<file path="src/rtl/ysyx_22041412_axi_arbiter.sv">
// ysyx_22041412_axi_arbiter: shares one AXI-bridge read channel between I and D caches and passes the D write channel through
module ysyx_22041412_axi_arbiter #(
    parameter int ADDR_WIDTH = 32,
    parameter int DATA_WIDTH = 64
) (
    input  logic                  clk,
    input  logic                  rst,
    input  logic                  i_r_valid_i,
    input  logic [ADDR_WIDTH-1:0] i_r_addr_i,
    input  logic [7:0]            i_r_len_i,
    output logic                  i_r_ready_o,
    output logic                  i_r_last_o,
    output logic [DATA_WIDTH-1:0] i_r_data_o,
    input  logic                  d_r_valid_i,
    input  logic [ADDR_WIDTH-1:0] d_r_addr_i,
    input  logic [7:0]            d_r_len_i,
    output logic                  d_r_ready_o,
    output logic                  d_r_last_o,
    output logic [DATA_WIDTH-1:0] d_r_data_o,
    input  logic                  d_w_valid_i,
    input  logic [ADDR_WIDTH-1:0] d_w_addr_i,
    input  logic [7:0]            d_w_len_i,
    input  logic [2:0]            d_w_size_i,
    input  logic [DATA_WIDTH-1:0] d_w_data_i,
    output logic                  d_w_ready_o,
    output logic                  d_w_last_o,
    output logic                  r_valid_o,
    output logic [ADDR_WIDTH-1:0] r_addr_o,
    output logic [7:0]            r_len_o,
    input  logic                  r_ready_i,
    input  logic                  r_last_i,
    input  logic [DATA_WIDTH-1:0] r_data_i,
    output logic                  w_valid_o,
    output logic [ADDR_WIDTH-1:0] w_addr_o,
    output logic [7:0]            w_len_o,
    output logic [2:0]            w_size_o,
    output logic [DATA_WIDTH-1:0] w_data_o,
    input  logic                  w_ready_i,
    input  logic                  w_last_i,
    output logic [63:0]           i_grant_cnt,
    output logic [63:0]           d_grant_cnt,
    output logic [63:0]           conflict_cnt
);
    typedef enum logic [1:0] {R_IDLE, R_GNT_I, R_GNT_D} r_state_t;
    typedef enum logic {W_IDLE, W_BUSY} w_state_t;

    r_state_t r_state;
    w_state_t w_state;
    logic     last_gnt_d;
    logic     gnt_i;
    logic     gnt_d;
    logic     w_en;

    // Holding rst low drops any beat on the spot, so nothing leaks out during reset
    assign gnt_i = rst && (r_state == R_GNT_I);
    assign gnt_d = rst && (r_state == R_GNT_D);
    assign w_en  = rst && d_w_valid_i;

    // Read arbiter: decide only in idle, a tie goes to the side not served last, hold the grant until the final beat
    always_ff @(posedge clk) begin
        if (!rst) begin
            r_state      <= R_IDLE;
            last_gnt_d   <= 1'b1;
            i_grant_cnt  <= '0;
            d_grant_cnt  <= '0;
            conflict_cnt <= '0;
        end else begin
            case (r_state)
                R_IDLE: begin
                    if (i_r_valid_i && (!d_r_valid_i || last_gnt_d)) begin
                        r_state      <= R_GNT_I;
                        last_gnt_d   <= 1'b0;
                        i_grant_cnt  <= i_grant_cnt + 64'd1;
                        conflict_cnt <= conflict_cnt + {63'd0, d_r_valid_i};
                    end else if (d_r_valid_i) begin
                        r_state      <= R_GNT_D;
                        last_gnt_d   <= 1'b1;
                        d_grant_cnt  <= d_grant_cnt + 64'd1;
                        conflict_cnt <= conflict_cnt + {63'd0, i_r_valid_i};
                    end
                end
                default: if (r_ready_i && r_last_i) r_state <= R_IDLE;
            endcase
        end
    end

    // Write burst tracker; a single-beat burst that completes in idle never enters busy
    always_ff @(posedge clk) begin
        if (!rst) w_state <= W_IDLE;
        else if (w_state == W_IDLE) w_state <= (d_w_valid_i && !(w_ready_i && w_last_i)) ? W_BUSY : W_IDLE;
        else if (w_ready_i && w_last_i) w_state <= W_IDLE;
    end

    assign r_valid_o   = gnt_i ? i_r_valid_i : gnt_d && d_r_valid_i;
    assign r_addr_o    = gnt_i ? i_r_addr_i : gnt_d ? d_r_addr_i : '0;
    assign r_len_o     = gnt_i ? i_r_len_i : gnt_d ? d_r_len_i : '0;
    assign i_r_ready_o = gnt_i && r_ready_i;
    assign i_r_last_o  = gnt_i && r_last_i;
    assign i_r_data_o  = gnt_i ? r_data_i : '0;
    assign d_r_ready_o = gnt_d && r_ready_i;
    assign d_r_last_o  = gnt_d && r_last_i;
    assign d_r_data_o  = gnt_d ? r_data_i : '0;
    assign w_valid_o   = w_en;
    assign w_addr_o    = w_en ? d_w_addr_i : '0;
    assign w_len_o     = w_en ? d_w_len_i : '0;
    assign w_size_o    = w_en ? d_w_size_i : '0;
    assign w_data_o    = w_en ? d_w_data_i : '0;
    assign d_w_ready_o = w_en && w_ready_i;
    assign d_w_last_o  = w_en && w_last_i;
endmodule

</file>
<file path="config.mk">
export PLATFORM = sky130hd
export DESIGN_NAME = ysyx_22041412_axi_arbiter
export DESIGN_NICKNAME = d
export VERILOG_FILES = /design/src/rtl/ysyx_22041412_axi_arbiter.sv
export SDC_FILE = /design/constraint.sdc
export NUM_CORES = 1
export LEC_CHECK = 0
export ABC_AREA = 1
export CAP_MARGIN = 20
export CORE_AREA = 2 2 288 290
export CTS_CLUSTER_DIAMETER = 30
export DETAILED_ROUTE_END_ITERATION = 8
export DIE_AREA = 0 0 290 292
export PLACE_DENSITY = 0.42
export SYNTH_ARGS = -nofsm -noshare
export SYNTH_HDL_FRONTEND = slang
export SYNTH_SLANG_ARGS = --single-unit
</file>
<file path="constraint.sdc">
create_clock -name clk -period 2.9 [get_ports clk]
set_input_delay 0.58 -clock clk [delete_from_list [all_inputs] [get_ports clk]]
set_output_delay 0.58 -clock clk [all_outputs]
set_load 0.02 [all_outputs]
</file>
; ---- After elaboration in Yosys (flattened, before gate mapping)
; Cells that the tools add are included.
; W data, S select, Z words.
[op_classes]
eq_ne = 3
n_bitwise = 1
muxes = 19
n_reduce_logical = 21
addsub = 4
[op_table]
columns = cell, n
row1 = $mux W64, 5
row2 = $add A64 B1 Y64, 2
row3 = $add A64 B1 Y64 const B, 2
row4 = $mux W32, 3
row5 = $mux W8, 3
row6 = $logic_and A1 B1 Y1, 12
row7 = $mux W2, 4
row8 = $reduce_and A2 Y1, 3
row9 = $reduce_bool A2 Y1, 2
row10 = $mux W1, 3
row11 = $mux W3, 1
row12 = $ne A3 B3 Y1 const B, 1
row13 = $reduce_and A3 Y1, 1
row14 = $eq A2 B1 Y1 const B, 1
row15 = $eq A2 B2 Y1 const B, 1
row16 = $logic_not A2 Y1, 1
row17 = $logic_not A1 Y1, 1
row18 = $logic_or A1 B1 Y1, 1
row19 = $not A1 Y1, 1
[word_totals]
register_bits = 195
elab_cells = 53
inputBits = 260

; ---- Longest topological paths before layout
[depth]
ltp_word = 5
ltp_mapped = 14
ltp_nobuf = 14

; ---- Worst setup path before layout
; Ideal clock, no wire load.
[synth_path]
path_kind = input -> output
start = in rst
end = out d_r_data_o[33]
path_slack_ns = 0.648
required_ns = 2.320
arrival_ns = 1.672
path_stages = 5
cell_sequence = buf_2 -> nand3_1 -> clkbuf_1 -> buf_1 -> nor2_1
[synth_via]
elab_chain_cells = 2
[synth_lines]
columns = item, line_no
row1 = "start, declared", 7  ; input logic rst,
row2 = $logic_and A1 B1 Y1, 56  ; assign gnt_d = rst && (r_state == R_GNT_D);
row3 = $mux W64, 102  ; assign d_r_data_o = gnt_d ? r_data_i : '0;
row4 = "end, declared", 19  ; output logic [DATA_WIDTH-1:0] d_r_data_o,
; No other way between the ends.

; ---- Worst setup path after layout
[layout_path]
start = in d_w_valid_i
end = out w_data_o[47]
[layout_via]
elab_chain_cells = 2
[layout_lines]
columns = item, line_no
row1 = "start, declared", 20  ; input logic d_w_valid_i,
row2 = $logic_and A1 B1 Y1, 57  ; assign w_en = rst && d_w_valid_i;
row3 = $mux W64, 107  ; assign w_data_o = w_en ? d_w_data_i : '0;
row4 = "end, declared", 37  ; output logic [DATA_WIDTH-1:0] w_data_o,
; No other way between the ends.

==> impl.org <==
** Status
- The run finished with clean final reports.

** Route
- For this block, the via count after detailed routing is ~18000.
- Dividing the detail-routed wire length by the instance count gives ~19 um.
- Final routed DRC violation total :: 0
- Total wire length after detailed routing :: approximately 85000 um
- Via density per instance :: 4.05
- The pre-antenna-repair detailed-routing pass consisted of 5 iterations.
- The detail route stage leaves a number of antenna-violating nets equal to 0.
- The detailed router finished its first iteration with a little over 900 violations.

** Power
- Per report_power, the sequential group accounts for between 30% and 40% of the total.
- Combinational logic burns a little under a quarter of the power.
- For this design the ratio of total power to cell area is approximately 290 nW/um2.
- The design draws about 0.0069 W.
- Across the VDD grid, the largest voltage drop is a little under 0.4 mV.
- Net switching power of the design :: 0.00225 W
- Leakage power figure :: ~10 nW
- Clock group share of total power :: around 37%
- Cell Int Power :: roughly 0.0046 W
- Net switching share of the total power :: 32.7%

** Die
- The initialized floorplan defines about 110 standard-cell rows.
- The die is between 200 and 300 um wide.
- I/O pin cnt :: roughly 740
- The die covers ~85000 um2.
- Die Y-Extent :: 292 um
- Initial core utilization :: around 17%
- Placeable Area :: between 80000 and 90000 um2

** Logic synthesis
- Cell taking the most area after synthesis :: sky130_fd_sc_hd__dfxtp_1
- After synthesis the netlist holds a flip-flop and latch count of around 200.
- Combined area of all synthesized cells :: about 14000 um2
- For this run, the number of Yosys warnings is 0.
- By area the synthesized netlist is led by sky130_fd_sc_hd__dfxtp_1 (28%), sky130_fd_sc_hd__nor2_1 (19%), sky130_fd_sc_hd__nand2_1 (14%).
- Number of library cell types mapped by synthesis :: 38
- After synthesis, the mean cell area works out to approximately 5.5 um2.
- In the synthesized netlist, the number of instances is 2526.
- Of the post-synthesis cell area, the dominant cell type holds roughly 28%.
- Post-synth net total :: 2790
- Sequential elements use 28.3% of the synthesized area.

** Global route
- GRT Resource Usage Total :: about a fifth
- The initial antenna violation count was 13.
- Overflow left after global routing :: 0
- The first global-routing pass estimated ~120000 um of wire.
- Entering global routing, the biggest net connects 86 pins.
- Number of global-route vias before repair :: roughly 17000

** Clock tree
- Root cell of the clock tree :: sky130_fd_sc_hd__clkbuf_16
- TritonCTS built the clock tree.
- The clock reaches the later pin of the worst-skew pair after between 500 and 600 ps.
- Counting along the longest clock path gives a buffer depth of 2.
- In this run, post-CTS hold repair placed 0 buffers.
- H-tree levels :: 4
- Number of sinks handled by clock tree synthesis :: slightly below 200
- CTS clk-pin slew, worst paths :: 90 ps
- TritonCTS created 17 clock buffers.

** STA
- Transition time at the pin with the least slew margin :: a little under 700 ps
- Adding up every negative setup slack in the final design gives 0 ps.
- Setup violations remaining at the end of the flow were counted as 0.
- Pins Over Slew Limit :: 0
- Endpoints failing hold :: 0
- Rel. slew slack :: between 50% and 60%
- Based on the critical path, the design can be clocked at up to approximately 360 MHz.
- The final critical path takes up between 90% and 100% of the cycle.
- Post-route minimum period :: 2810 ps
- For the final database, setup skew stands at 21.1 ps.
- Unrepaired setup endpoints after global routing :: no

** Flow run
- Across the run, the number of max-cap violations was 0.

** Worst setup path
- The worst setup path is captured at an output pin.
- Startpoint Class :: input port
- Data on the critical path arrives at its endpoint at 2230 ps.
- Category of the critical setup timing path :: input port to output pin
- At the worst endpoint, the required time is between 2000 and 2500 ps.
- Crit path max fanout :: 24

** Hold path
- Worst Hold Class :: input port to flop

** Layout
- Area Growth Syn to Fin :: 73.3%
- With fillers left out, the area of the finished cells amounts to ~24000 um2.
- Commonest cells after routing, fill and taps aside :: sky130_fd_sc_hd__nor2_1 (710), sky130_fd_sc_hd__clkdlybuf4s50_1 (649), sky130_fd_sc_hd__nand2_1 (515)
- Number of filler instances in the final layout :: ~9200
- Layout cells sized above 1 :: 6.72%
- In the final design database the tool counted 3570 nets.
- Most common cell after layout, fill and taps aside :: sky130_fd_sc_hd__nor2_1

** Place
- After legalization and detailed placement, the total HPWL measured 72400 um.
- Final weighted congestion in routability-driven placement :: approximately 0.87
- Instance area after placement :: 23300 um2
- IO buf count :: about 730
## through the flow
stage	instances	setup slack (ps)	hold WS, ps	util, %
after floorplan	2526	648	497	-
after global placement	4357	-125	485	28.5
after detailed placement	4357	-95.6	494	28.5
after CTS	4389	0.321	342	29.3
after global routing	4393	0.122	376	29.4
final	4393	88.3	388	29.4
## power by group through the flow
stage                     logic (W)  clock network (W)  registers, W
after floorplan            0.000568                  0       0.00278
after global placement      0.00166                  0       0.00277
after detailed placement    0.00166                  0       0.00277
after CTS                   0.00166            0.00268       0.00271
after global routing        0.00173            0.00275       0.00271
final                       0.00163            0.00256       0.00271
## cells by family after synthesis
kind of cell	share of synthesized area, %
and+or+nand+nor	47.2
buffers and inverters	15.3
DFF	28.3
adders and majority gates	0.362
AOI/OAI and AO/OA	7.68
xor gates and xnor gates	1.20
## routing by layer
layer	track usage (%)	vias up	part of all wire, %
li1	-	9270	-
met1	21.8	7945	40
met2	36.7	486	52
met3	3.85	80	4.4
met4	6.34	0	2.9
met5	0	-	0
## repair_timing
item / 4_1_cts / 5_1_grt
buffers inserted: 0 / 0
endpoints found under the setup margin: 40 / 49
pin swaps: 0 / 0
gates resized for setup: 23 / 27
## final cells by class
type	count	area (um2)	area share, %
Timing Repair Buffer	822	8360	34.9
Multi-Input combinational cell	1773	7850	32.8
Sequential cell	195	3910	16.3
Inverter	497	1870	7.79
Tap cell	1070	1340	5.59
Clock buffer	17	425	1.78
Clock inverter	15	186	0.779
Antenna cell	4	10.0	0.0418
## synth_stat cells (all sizes together)
cell,count
nand3,159
xor2,11
o31ai,1
o21a,5
inv,497
nand2,524
nand4,56
nor3,46
dfxtp,195
nor2b,1
nand3b,6
a31oi,2
o21bai,6
xnor2,8
buf,18
clkbuf,43
and2,3
nor2,746
o22ai,41
o21ai,52
nor4,2
o211ai,1
nor3b,6
a21oi,86
ha,4
and3,7
## worst paths after layout
kind	startpoint	end	slack, ps	depth (start not counted)
worst max-delay path	d_w_valid_i	w_data_o[47]	90	6
worst min-delay path	rst	i_grant_cnt[39]	390	3
worst max register to register	i_grant_cnt[1]	i_grant_cnt[60]	820	10
worst min register to register	i_grant_cnt[1]	i_grant_cnt[1]	510	2
## worst max-delay path, cell delays in order
cell                              delay (ps)
sky130_fd_sc_hd__clkdlybuf4s50_1         500
sky130_fd_sc_hd__nand2_4                  80
sky130_fd_sc_hd__buf_12                  160
sky130_fd_sc_hd__buf_12                  160
sky130_fd_sc_hd__nor2_1                  100
sky130_fd_sc_hd__clkdlybuf4s50_1         630
## sequential cells by signal, indices dropped and copies added (netlist names)
signal,flops
conflict_cnt,64
d_grant_cnt,64
i_grant_cnt,64
last_gnt_d,1
r_state,2
(Power assumes the default switching activity.)
